<file path="config.mk">
export PLATFORM = sky130hd
export DESIGN_NAME = id_ex_operand_stage
export DESIGN_NICKNAME = d
export VERILOG_FILES = /design/src/rtl/id_ex_operand_stage.sv
export SDC_FILE = /design/constraint.sdc
export NUM_CORES = 1
export LEC_CHECK = 0
export CAP_MARGIN = 20
export CORE_MARGIN = 1
export CORE_UTILIZATION = 39
export DETAILED_ROUTE_END_ITERATION = 8
export PLACE_DENSITY = 0.77
export SYNTH_ARGS = -nofsm -noshare
export SYNTH_HDL_FRONTEND = slang
export SYNTH_SLANG_ARGS = --single-unit
</file>
<file path="constraint.sdc">
create_clock -name CLK -period 2.3 [get_ports CLK]
set_clock_uncertainty 0.15 [all_clocks]
set_input_delay 0.46 -clock CLK [delete_from_list [all_inputs] [get_ports CLK]]
set_output_delay 0.46 -clock CLK [all_outputs]
set_load 0.005 [all_outputs]
</file>
<file path="src/rtl/id_ex_operand_stage.sv">
// ID/EX operand stage: latches the decoded instruction, resolves operands
// through EX/MEM and MEM/WB bypass, and raises stall on a load-use hazard.
module id_ex_operand_stage (
  input  logic        CLK,
  input  logic        RESET,
  input  logic        valid_in,
  input  logic [4:0]  rs1_addr_in,
  input  logic [4:0]  rs2_addr_in,
  input  logic [4:0]  rd_addr_in,
  input  logic [31:0] rs1_data_in,
  input  logic [31:0] rs2_data_in,
  input  logic [31:0] imm_in,
  input  logic [4:0]  alu_op_in,
  input  logic        use_imm_in,
  input  logic        reg_write_in,
  input  logic        mem_read_in,
  input  logic        flush,
  input  logic [4:0]  exm_rd,
  input  logic        exm_reg_write,
  input  logic [31:0] exm_result,
  input  logic [4:0]  wb_rd,
  input  logic        wb_reg_write,
  input  logic [31:0] wb_result,
  output logic [31:0] alu_data1,
  output logic [31:0] alu_data2,
  output logic [4:0]  alu_opcode,
  output logic [4:0]  rd_out,
  output logic        reg_write_out,
  output logic        mem_read_out,
  output logic        valid_out,
  output logic        stall
);

  logic [4:0]  r_rs1_addr, r_rs2_addr, r_rd, r_alu_op;
  logic [31:0] r_rs1_data, r_rs2_data, r_imm;
  logic        r_use_imm, r_reg_write, r_mem_read, r_valid;

  logic        w_stall, w_bubble;
  logic [31:0] w_fwd1, w_fwd2;

  // Load-use hazard: a load in EX whose rd is read by the decode instruction.
  // rd==0 never stalls; rs2 only counts when it is actually used as operand.
  always_comb begin
    w_stall = r_mem_read & r_valid & valid_in & (r_rd != 5'd0) &
              ((r_rd == rs1_addr_in) | ((r_rd == rs2_addr_in) & ~use_imm_in));
    w_bubble = flush | w_stall | ~valid_in;
  end

  // Stage registers: reset wins, then any bubble source clears everything.
  always_ff @(posedge CLK) begin
    if (!RESET || w_bubble) begin
      r_rs1_addr  <= '0;
      r_rs2_addr  <= '0;
      r_rd        <= '0;
      r_alu_op    <= '0;
      r_rs1_data  <= '0;
      r_rs2_data  <= '0;
      r_imm       <= '0;
      r_use_imm   <= 1'b0;
      r_reg_write <= 1'b0;
      r_mem_read  <= 1'b0;
      r_valid     <= 1'b0;
    end else begin
      r_rs1_addr  <= rs1_addr_in;
      r_rs2_addr  <= rs2_addr_in;
      r_rd        <= rd_addr_in;
      r_alu_op    <= alu_op_in;
      r_rs1_data  <= rs1_data_in;
      r_rs2_data  <= rs2_data_in;
      r_imm       <= imm_in;
      r_use_imm   <= use_imm_in;
      r_reg_write <= reg_write_in;
      r_mem_read  <= mem_read_in;
      r_valid     <= 1'b1;
    end
  end

  // Bypass select: EX/MEM is younger so it beats MEM/WB; x0 never bypasses.
  always_comb begin
    w_fwd1 = r_rs1_data;
    if (exm_reg_write && exm_rd != 5'd0 && exm_rd == r_rs1_addr)
      w_fwd1 = exm_result;
    else if (wb_reg_write && wb_rd != 5'd0 && wb_rd == r_rs1_addr)
      w_fwd1 = wb_result;

    w_fwd2 = r_rs2_data;
    if (exm_reg_write && exm_rd != 5'd0 && exm_rd == r_rs2_addr)
      w_fwd2 = exm_result;
    else if (wb_reg_write && wb_rd != 5'd0 && wb_rd == r_rs2_addr)
      w_fwd2 = wb_result;
  end

  // Operands are forced to zero for a bubble so bypass inputs cannot leak in.
  always_comb begin
    alu_data1 = r_valid ? w_fwd1 : 32'd0;
    alu_data2 = r_valid ? (r_use_imm ? r_imm : w_fwd2) : 32'd0;
  end

  assign alu_opcode    = r_alu_op;
  assign rd_out        = r_rd;
  assign reg_write_out = r_reg_write;
  assign mem_read_out  = r_mem_read;
  assign valid_out     = r_valid;
  assign stall         = w_stall;

endmodule

</file>
* After elaboration in Yosys (flattened, before gate mapping) *
Index checks and enable logic that the tools add are counted.

word-level totals
  register bits after elaboration = 120
  latch bits = 0
  bits in writable memories = 0
  ROM bits = 0
  bits of input ports = 199
  output and inout port bits = 78
  word-level logic and storage cells = 46
  memories = 0

cells by class
  add/sub/neg operators = 0
  multiply operators = 0
  div/mod/pow operators = 0
  magnitude comparators = 0
  equality and inequality tests = 6
  shift-type cells = 0
  multiplexer cells = 8
  bitwise operators = 10
  reduce and logical (&&, ||, !) cells = 11

operator list
  cell                 number
  32-bit 2-to-1 mux    7
  5-bit equality test  6
  5-bit nonzero test   3
  1-bit logical AND    6
  1-bit AND            5
  1-bit bitwise OR     3
  1-bit inverter       2
  1-bit logical NOT    1
  1-bit logical OR     1
  1-bit 2-to-1 mux     1

* Depth between registers and ports, before layout *
Gate-level depths: netlist (run 1).

  depth in word-level cells = 8
  mapped depth = 6
  mapped depth without buffers = 4

* Worst setup path before layout (run 1) *
Ideal clock, no wire load.

  path kind = input to output
  start point = input port wb_rd[0]
  end point = output port alu_data1[30]
  data arrival time = 1785 ps
  data required time = 1690 ps
  setup slack = -95 ps
  stages = 6
  path through = clkbuf_1 > xnor2_1 > o211a_2 > buf_1 > nand3_1 > a31oi_1

between the ends
  word-level cells in the longest chain between the ends = 6
  elaborated cells between the ends (all ways) = 7

RTL lines
  what                 line  text
  start, declared      21    input logic [4:0] wb_rd,
  5-bit nonzero test   83    else if (wb_reg_write && wb_rd != 5'd0 && wb_rd == r_rs1_addr)
  1-bit logical AND    83
  1-bit logical AND *  83
  32-bit 2-to-1 mux *  83
  32-bit 2-to-1 mux *  81    if (exm_reg_write && exm_rd != 5'd0 && exm_rd == r_rs1_addr)
  32-bit 2-to-1 mux *  95    alu_data1 = r_valid ? w_fwd1 : 32'd0;
  end, declared        24    output logic [31:0] alu_data1,

Mark *: on every way between the ends. The rest lies on a longest branch, timed or not.

* Worst setup path after layout (run 1) *
  start point = input port exm_rd[0]
  end point = output port alu_data2[21]

between the ends
  word-level cells in the longest chain between the ends = 6
  elaborated cells between the ends (all ways) = 7

RTL lines
  what                              line  text
  start, declared                   18    input logic [4:0] exm_rd,
  5-bit nonzero test                87    if (exm_reg_write && exm_rd != 5'd0 && exm_rd == r_rs2_addr)
  1-bit logical AND                 87
  1-bit logical AND *               87
  32-bit 2-to-1 mux *               87
  32-bit 2-to-1 mux * (2 in a row)  96    alu_data2 = r_valid ? (r_use_imm ? r_imm : w_fwd2) : 32'd0;
  end, declared                     25    output logic [31:0] alu_data2,

Marks and branches as above.

==> impl_metrics.tcl, run 1 <==
set metrics [dict create \
    status "finished with violations" \
    violations "setup timing" \
    grt-ovfl-total 0 \
    avgViaCountPerCell 6.160 \
    netSwitchingPower_mw 1.697 \
    ys_warn_count 0 \
    ctsHtreeMaxLevel 4 \
    reg2reg_depth 7 \
    crit_path_end "alu_data2[21]" \
    die_x_um 132.6 \
    routedWlPerCell_um 24.48 \
    dp_hpwl_mm 19.57 \
    synth_top_area_cell "dfxtp_1" \
    grt_max_degree 64 \
    die-area_sq_mm 0.01757 \
    reg2reg_setup_slack_ns 0.06 \
    clk_path_buf_depth 2 \
    critPathLaunchType "input port" \
    swShare_pct 26.84 \
    p_int_mw 4.624 \
    cp.required_ns 1.69 \
    port_buffers 276 \
    antennaDiodeCount 0 \
    cts.sinks 120 \
    syn_avg_cell_area_sq_um 8.229 \
    maxCapViolations 0 \
    fmax_ghz 0.3400 \
    drive_above_1_share_pct 34.97 \
    relSlewSlack_pct 54.97 \
    area_delta_synth_final_pct 87.52 \
    ir_worst_vdd_mv 0.5575 \
    root_buffer "clkbuf_16" \
    end_kind "output pin" \
    routed_wirelength_mm 33.39 \
    placementRows 47 \
    ctsHoldBuffers 0 \
    grt.total_usage_pct 34.33 \
    synth_seq_area_share_pct 36.13 \
    ys_ff_latch 120 \
    cts_buffers 17 \
    syn_area_sq_mm 0.006649 \
    ys_types 37 \
    core_area_sq_mm 0.01664 \
    hold_slack_ns 0.2990 \
    syn_inst 808 \
    worstPathCellList "clkdlybuf4s15_1 -> o21ai_4 -> buf_12 -> o41a_4 -> buf_12 -> buf_12 -> a311oi_4 -> buf_2" \
    power_density_mw_per_mm2 506.9 \
    setup_viol 64 \
    power.share.clock_pct 42.4 \
    total_power_mw 6.320 \
    fin_ws_ns -0.6411 \
    startpoint "exm_rd[0]" \
    worstReg2RegStart "rd_out[0]" \
    drt_iter0_drc 697 \
    synth.area.top_cells "dfxtp_1 (36%), a211oi_1 (13%), a311oi_2 (6.8%), inv_1 (6.8%), nand3_1 (5.1%)" \
    cts_tree "yes" \
    dpl_cell_area_sq_mm 0.01011 \
    synthTopCellsByCount "dfxtp_1 (120), inv_1 (120), a211oi_1 (119)" \
    vias 8402 \
    drt-pass1-iter-count 5 \
    period_share_pct 127.9 \
    worst_path_max_delay_cell "o41a_4" \
    clk_pin_slew_ns 0.05 \
    start_util_pct 39.95 \
    grt_pass1_wl_mm 45.78 \
    leakagePower_nw 4.611 \
    reg2reg_to "r_imm[3]" \
    post-place-ws_ns -1.361 \
    async_reset_ff_share_pct 0 \
    tns_ns -33.07 \
    dp_cells 1281 \
    final_cell_area_sq_mm 0.01247 \
    antenna_found_initial 0 \
    path_max_fanout 6 \
    final_nets 1330 \
    critPathMaxStageDelay_ns 0.51 \
    utilization_pct 74.92 \
    worst_slew_pin_slew_ns 0.6754 \
    fillers 1102 \
    slew_violations 0 \
    min_from "rs2_addr_in[1]" \
    cp_common_cell "buf_12" \
    synth_edf_count 0 \
    chipHeight_um 132.6 \
    ys.flop_type "dfxtp_1" \
    critPathKind "input port to output pin" \
    synth_top_area_share_pct 36.13 \
    rsz0062_at_grt "true" \
    fin_cells 1364 \
    power_frac_comb_pct 23.3 \
    p_seq_share_pct 34.3 \
    drc 0 \
    hp-class "input port to flip-flop" \
    clk_latency_ns 0.42 \
    ios 277 \
    fin_crit_ns 2.941 \
    grt_pass1_vias 8027 \
    syn_nets 1007 \
    hold_viol 0 \
    drtAntennaViolNets 0 \
    crit_arrival_ns 2.33 \
    gp_congestion 1.036 \
]
## registers in the layout (all words and copies together), names as in the netlist
register	count
alu_opcode	5
mem_read_out	1
r_imm	32
r_rs1_addr	5
r_rs1_data	32
r_rs2_addr	5
r_rs2_data	32
r_use_imm	1
rd_out	5
reg_write_out	1
valid_out	1
## cells by family after synthesis
family / after synthesis / synth area share [%]
AOI/OAI and AO/OA: 320 / 36.34
DFF: 120 / 36.13
xor gates and xnor gates: 30 / 4.065
buffers and inverters: 223 / 13.87
and+or+nand+nor: 115 / 9.597
## power groups by stage
stage               Sequential, mW  Clock (mW)  Combinational [mW]
finish                        2.17        2.68                1.47
global route                  2.17        2.79                1.52
CTS                           2.16        2.68                1.26
detailed placement            2.20           0                1.05
global placement              2.20           0                1.04
floorplan                     2.20           0               0.396
## worst max-delay path, delay by kind of cell
family / cells / cell delay [ns]
AOI/OAI and AO/OA: 3 / 0.92
buffers and inverters: 5 / 0.94
## per-layer routing
layer  track usage, %  vias to the layer above  routed length, um
met1            37.92                     3906              12090
met5                0                        -                  0
li1                 -                     3688                  -
met4            18.26                        0               1972
met3            8.812                      168               3353
met2            60.35                      640              15970
## layout by cell type (no fill, tap or decap), types with 7 or more instances in the layout
master           count
clkbuf_16           23
o41ai_2             16
dfxtp_1            110
clkdlybuf4s50_1    190
o41ai_4             10
o21ai_2             19
inv_1              120
a31oi_1             14
nor4_1              25
buf_4               58
clkinv_2             7
dlygate4sd2_1       11
buf_6               27
o21ai_4              8
buf_16              13
xnor2_2             15
dfxtp_2              9
buf_8                9
o21ai_0             35
a31oi_4             17
a311oi_2            28
o21ai_1             35
buf_12              24
nand3_1             58
a211oi_1           119
nand3_2              9
buf_2               66
## repair_timing
action	in CTS	in global routing
gates resized for setup	435	137
endpoints found under the setup margin	72	71
pin swaps	80	38
cloned	13	6
setup buffers	25	11
## final cells by class
type	count	area (sq um)	share of cell area, %
Multi-Input combinational cell	465	4509	36.17
Clock inverter	9	95.09	0.7627
Timing Repair Buffer	407	4223	33.87
Tap cell	220	275.3	2.208
Inverter	120	450.4	3.613
Sequential cell	120	2417	19.39
Clock buffer	23	498.0	3.994
## how the worst min path moves through the flow
stage	endpoint	depth (start not counted)
floorplan	alu_opcode[0]	2
global placement	alu_opcode[0]	3
detailed placement	r_rs1_data[30]	3
CTS	r_rs2_addr[4]	3
global route	r_rs2_addr[4]	3
finish	r_rs2_addr[1]	3
No activity file was read; power rests on OpenSTA's default activity.
==> run 2: changes to the inputs <==
--- a/config.mk
+++ b/config.mk
@@ -7,9 +7,9 @@
 export LEC_CHECK = 0
 export CAP_MARGIN = 20
 export CORE_MARGIN = 1
-export CORE_UTILIZATION = 39
+export CORE_UTILIZATION = 47
 export DETAILED_ROUTE_END_ITERATION = 8
-export PLACE_DENSITY = 0.77
+export PLACE_DENSITY = 0.87
 export SYNTH_ARGS = -nofsm -noshare
 export SYNTH_HDL_FRONTEND = slang
 export SYNTH_SLANG_ARGS = --single-unit
==> constraint.sdc (replaced) <==
create_clock -name CLK -period 3.8 [get_ports CLK]
set_clock_uncertainty 0.15 [all_clocks]
set_input_delay 0.76 -clock CLK [delete_from_list [all_inputs] [get_ports CLK]]
set_output_delay 0.76 -clock CLK [all_outputs]
set_load 0.005 [all_outputs]
==> run 2 against run 1 <==
The run now ends clean. Via count is 5.8% lower. Combinational power is 54% lower. Sequential share of layout area is 3.2 points higher. Die area is 17% lower. Power is 43% lower. Register-to-register slack better by 0.87 ns. Largest power group unchanged.
==> impl_metrics.tcl, run 2 (same netlist as run 1, synthesis figures left out) <==
set metrics [dict create \
    cts_buffers 17 \
    period_share_pct 98.68 \
    routed_wirelength_mm 27.71 \
    drtAntennaViolNets 0 \
    die-area_sq_mm 0.01463 \
    worst_slew_pin_slew_ns 0.8229 \
    grt-ovfl-total 0 \
    path_max_fanout 7 \
    top_regs "r_imm: 32 flops, r_rs1_data: 32 flops, r_rs2_data: 32 flops" \
    dp_cells 1215 \
    start_util_pct 48.09 \
    total_power_mw 3.616 \
    end_kind "output pin" \
    grt_pass1_wl_mm 40.83 \
    hold_viol 0 \
    placementRows 43 \
    seq_area_sq_mm 0.002404 \
    leakagePower_nw 4.033 \
    ios 277 \
    clk_pin_slew_ns 0.05 \
    cts_tree "yes" \
    drc 0 \
    worstReg2RegStart "rd_out[1]" \
    final_nets 1275 \
    port_buffers 276 \
    min_from "alu_op_in[4]" \
    grt.total_usage_pct 36.78 \
    avgViaCountPerCell 6.234 \
    crit_arrival_ns 2.84 \
    core_area_sq_mm 0.01383 \
    vias 7911 \
    die_x_um 120.9 \
    setup_viol 0 \
    power_density_mw_per_mm2 339.3 \
    maxCapViolations 0 \
    ir_worst_vdd_mv 0.3821 \
    clk_path_buf_depth 2 \
    ctsHtreeMaxLevel 4 \
    critPathKind "input port to output pin" \
    dp_hpwl_mm 17.79 \
    area_delta_synth_final_pct 60.31 \
    relSlewSlack_pct 45.14 \
    multi_input_area_sq_mm 0.003436 \
    root_buffer "clkbuf_16" \
    fillers 965 \
    hp-class "input port to flip-flop" \
    cp.required_ns 2.89 \
    drt-pass1-iter-count 6 \
    grt_pass1_vias 7604 \
    gp_congestion 0.9387 \
    cts.sinks 120 \
    startpoint "exm_rd[1]" \
    clk_latency_ns 0.41 \
    drive_above_1_share_pct 15.15 \
    chipHeight_um 120.9 \
    fin_crit_ns 3.750 \
    fin_cells 1269 \
    status "complete, no violations" \
    final_cell_mix "clkdlybuf4s50_1 (202), inv_1 (120), a211oi_1 (119), dfxtp_1 (119), nand3_1 (66)" \
    critPathLaunchType "input port" \
    final_common_cell "clkdlybuf4s50_1" \
    fmax_ghz 0.2667 \
    antenna_found_initial 0 \
    antennaDiodeCount 0 \
    routedWlPerCell_um 21.83 \
    slew_violations 0 \
    grt_max_degree 121 \
    drt_iter0_drc 1163 \
]
==> run 2: per-layer routing <==
metal	wire length, um	global-route usage (%)
met3	3219	9.915
met4	1176	18.13
met5	0	0
met1	10580	45.66
met2	12730	58.57
==> run 2: what timing repair did <==
| action | in CTS | in global routing |
|---|---|---|
| gates cloned | 3 | 4 |
| gates resized for setup | 110 | 31 |
| endpoints found under the setup margin | 64 | 33 |
| pin swaps | 11 | 6 |
| hold buffers | 0 | 0 |
| buffers inserted | 14 | 3 |
==> run 2: final cells by class <==
class                           count  share of cell area, %
Tap cell                          180                  2.113
Sequential cell                   120                  22.55
Clock buffer                       23                  4.390
Inverter                          120                  4.226
Timing Repair Buffer              352                  33.34
Multi-Input combinational cell    465                  32.23
Clock inverter                      9                  1.150
==> run 2: per-stage QoR <==
stage | instance area, sq um | utilization (%) | TNS (ns) | setup slack, ns | hold WS [ns]
3_3_place_gp | 9782 | 70.74 | -19.08 | -0.3874 | 0.9538
5_1_grt | 10660 | 77.09 | -0.001064 | -0.001064 | 0.7143
6_report | 10660 | 77.09 | 0 | 0.05019 | 0.7113
3_5_place_dp | 9782 | 70.74 | -20.53 | -0.4066 | 0.9636
2_1_floorplan | 6649 | - | 0 | 0.8047 | 0.7190
4_1_cts | 10580 | 76.52 | -0.05551 | -0.02577 | 0.7066
==> run 2: worst max-delay path, stage by stage <==
cell and delay (ns):
clkdlybuf4s15_1 0.23, or4_4 0.58, o21ai_4 0.15, buf_6 0.14, buf_4 0.11, o41a_4 0.30
clkbuf_16 0.20, a311oi_2 0.07, dlygate4sd2_1 0.27
==> run 2: power breakdown <==
group	internal (mW)	leakage, nW	switching [mW]
clock network	1.06	0.291	0.569
logic	0.357	2.76	0.322
registers	1.29	0.977	0.0154
==> run 2: worst paths after layout <==
path	end	slack (ns)	depth (start not counted)
worst min-delay path	alu_opcode[4]	0.71	3
worst max register to register	r_rs1_data[16]	0.93	6
worst max-delay path	alu_data2[10]	0.05	9
worst min register to register	valid_out	1.01	4
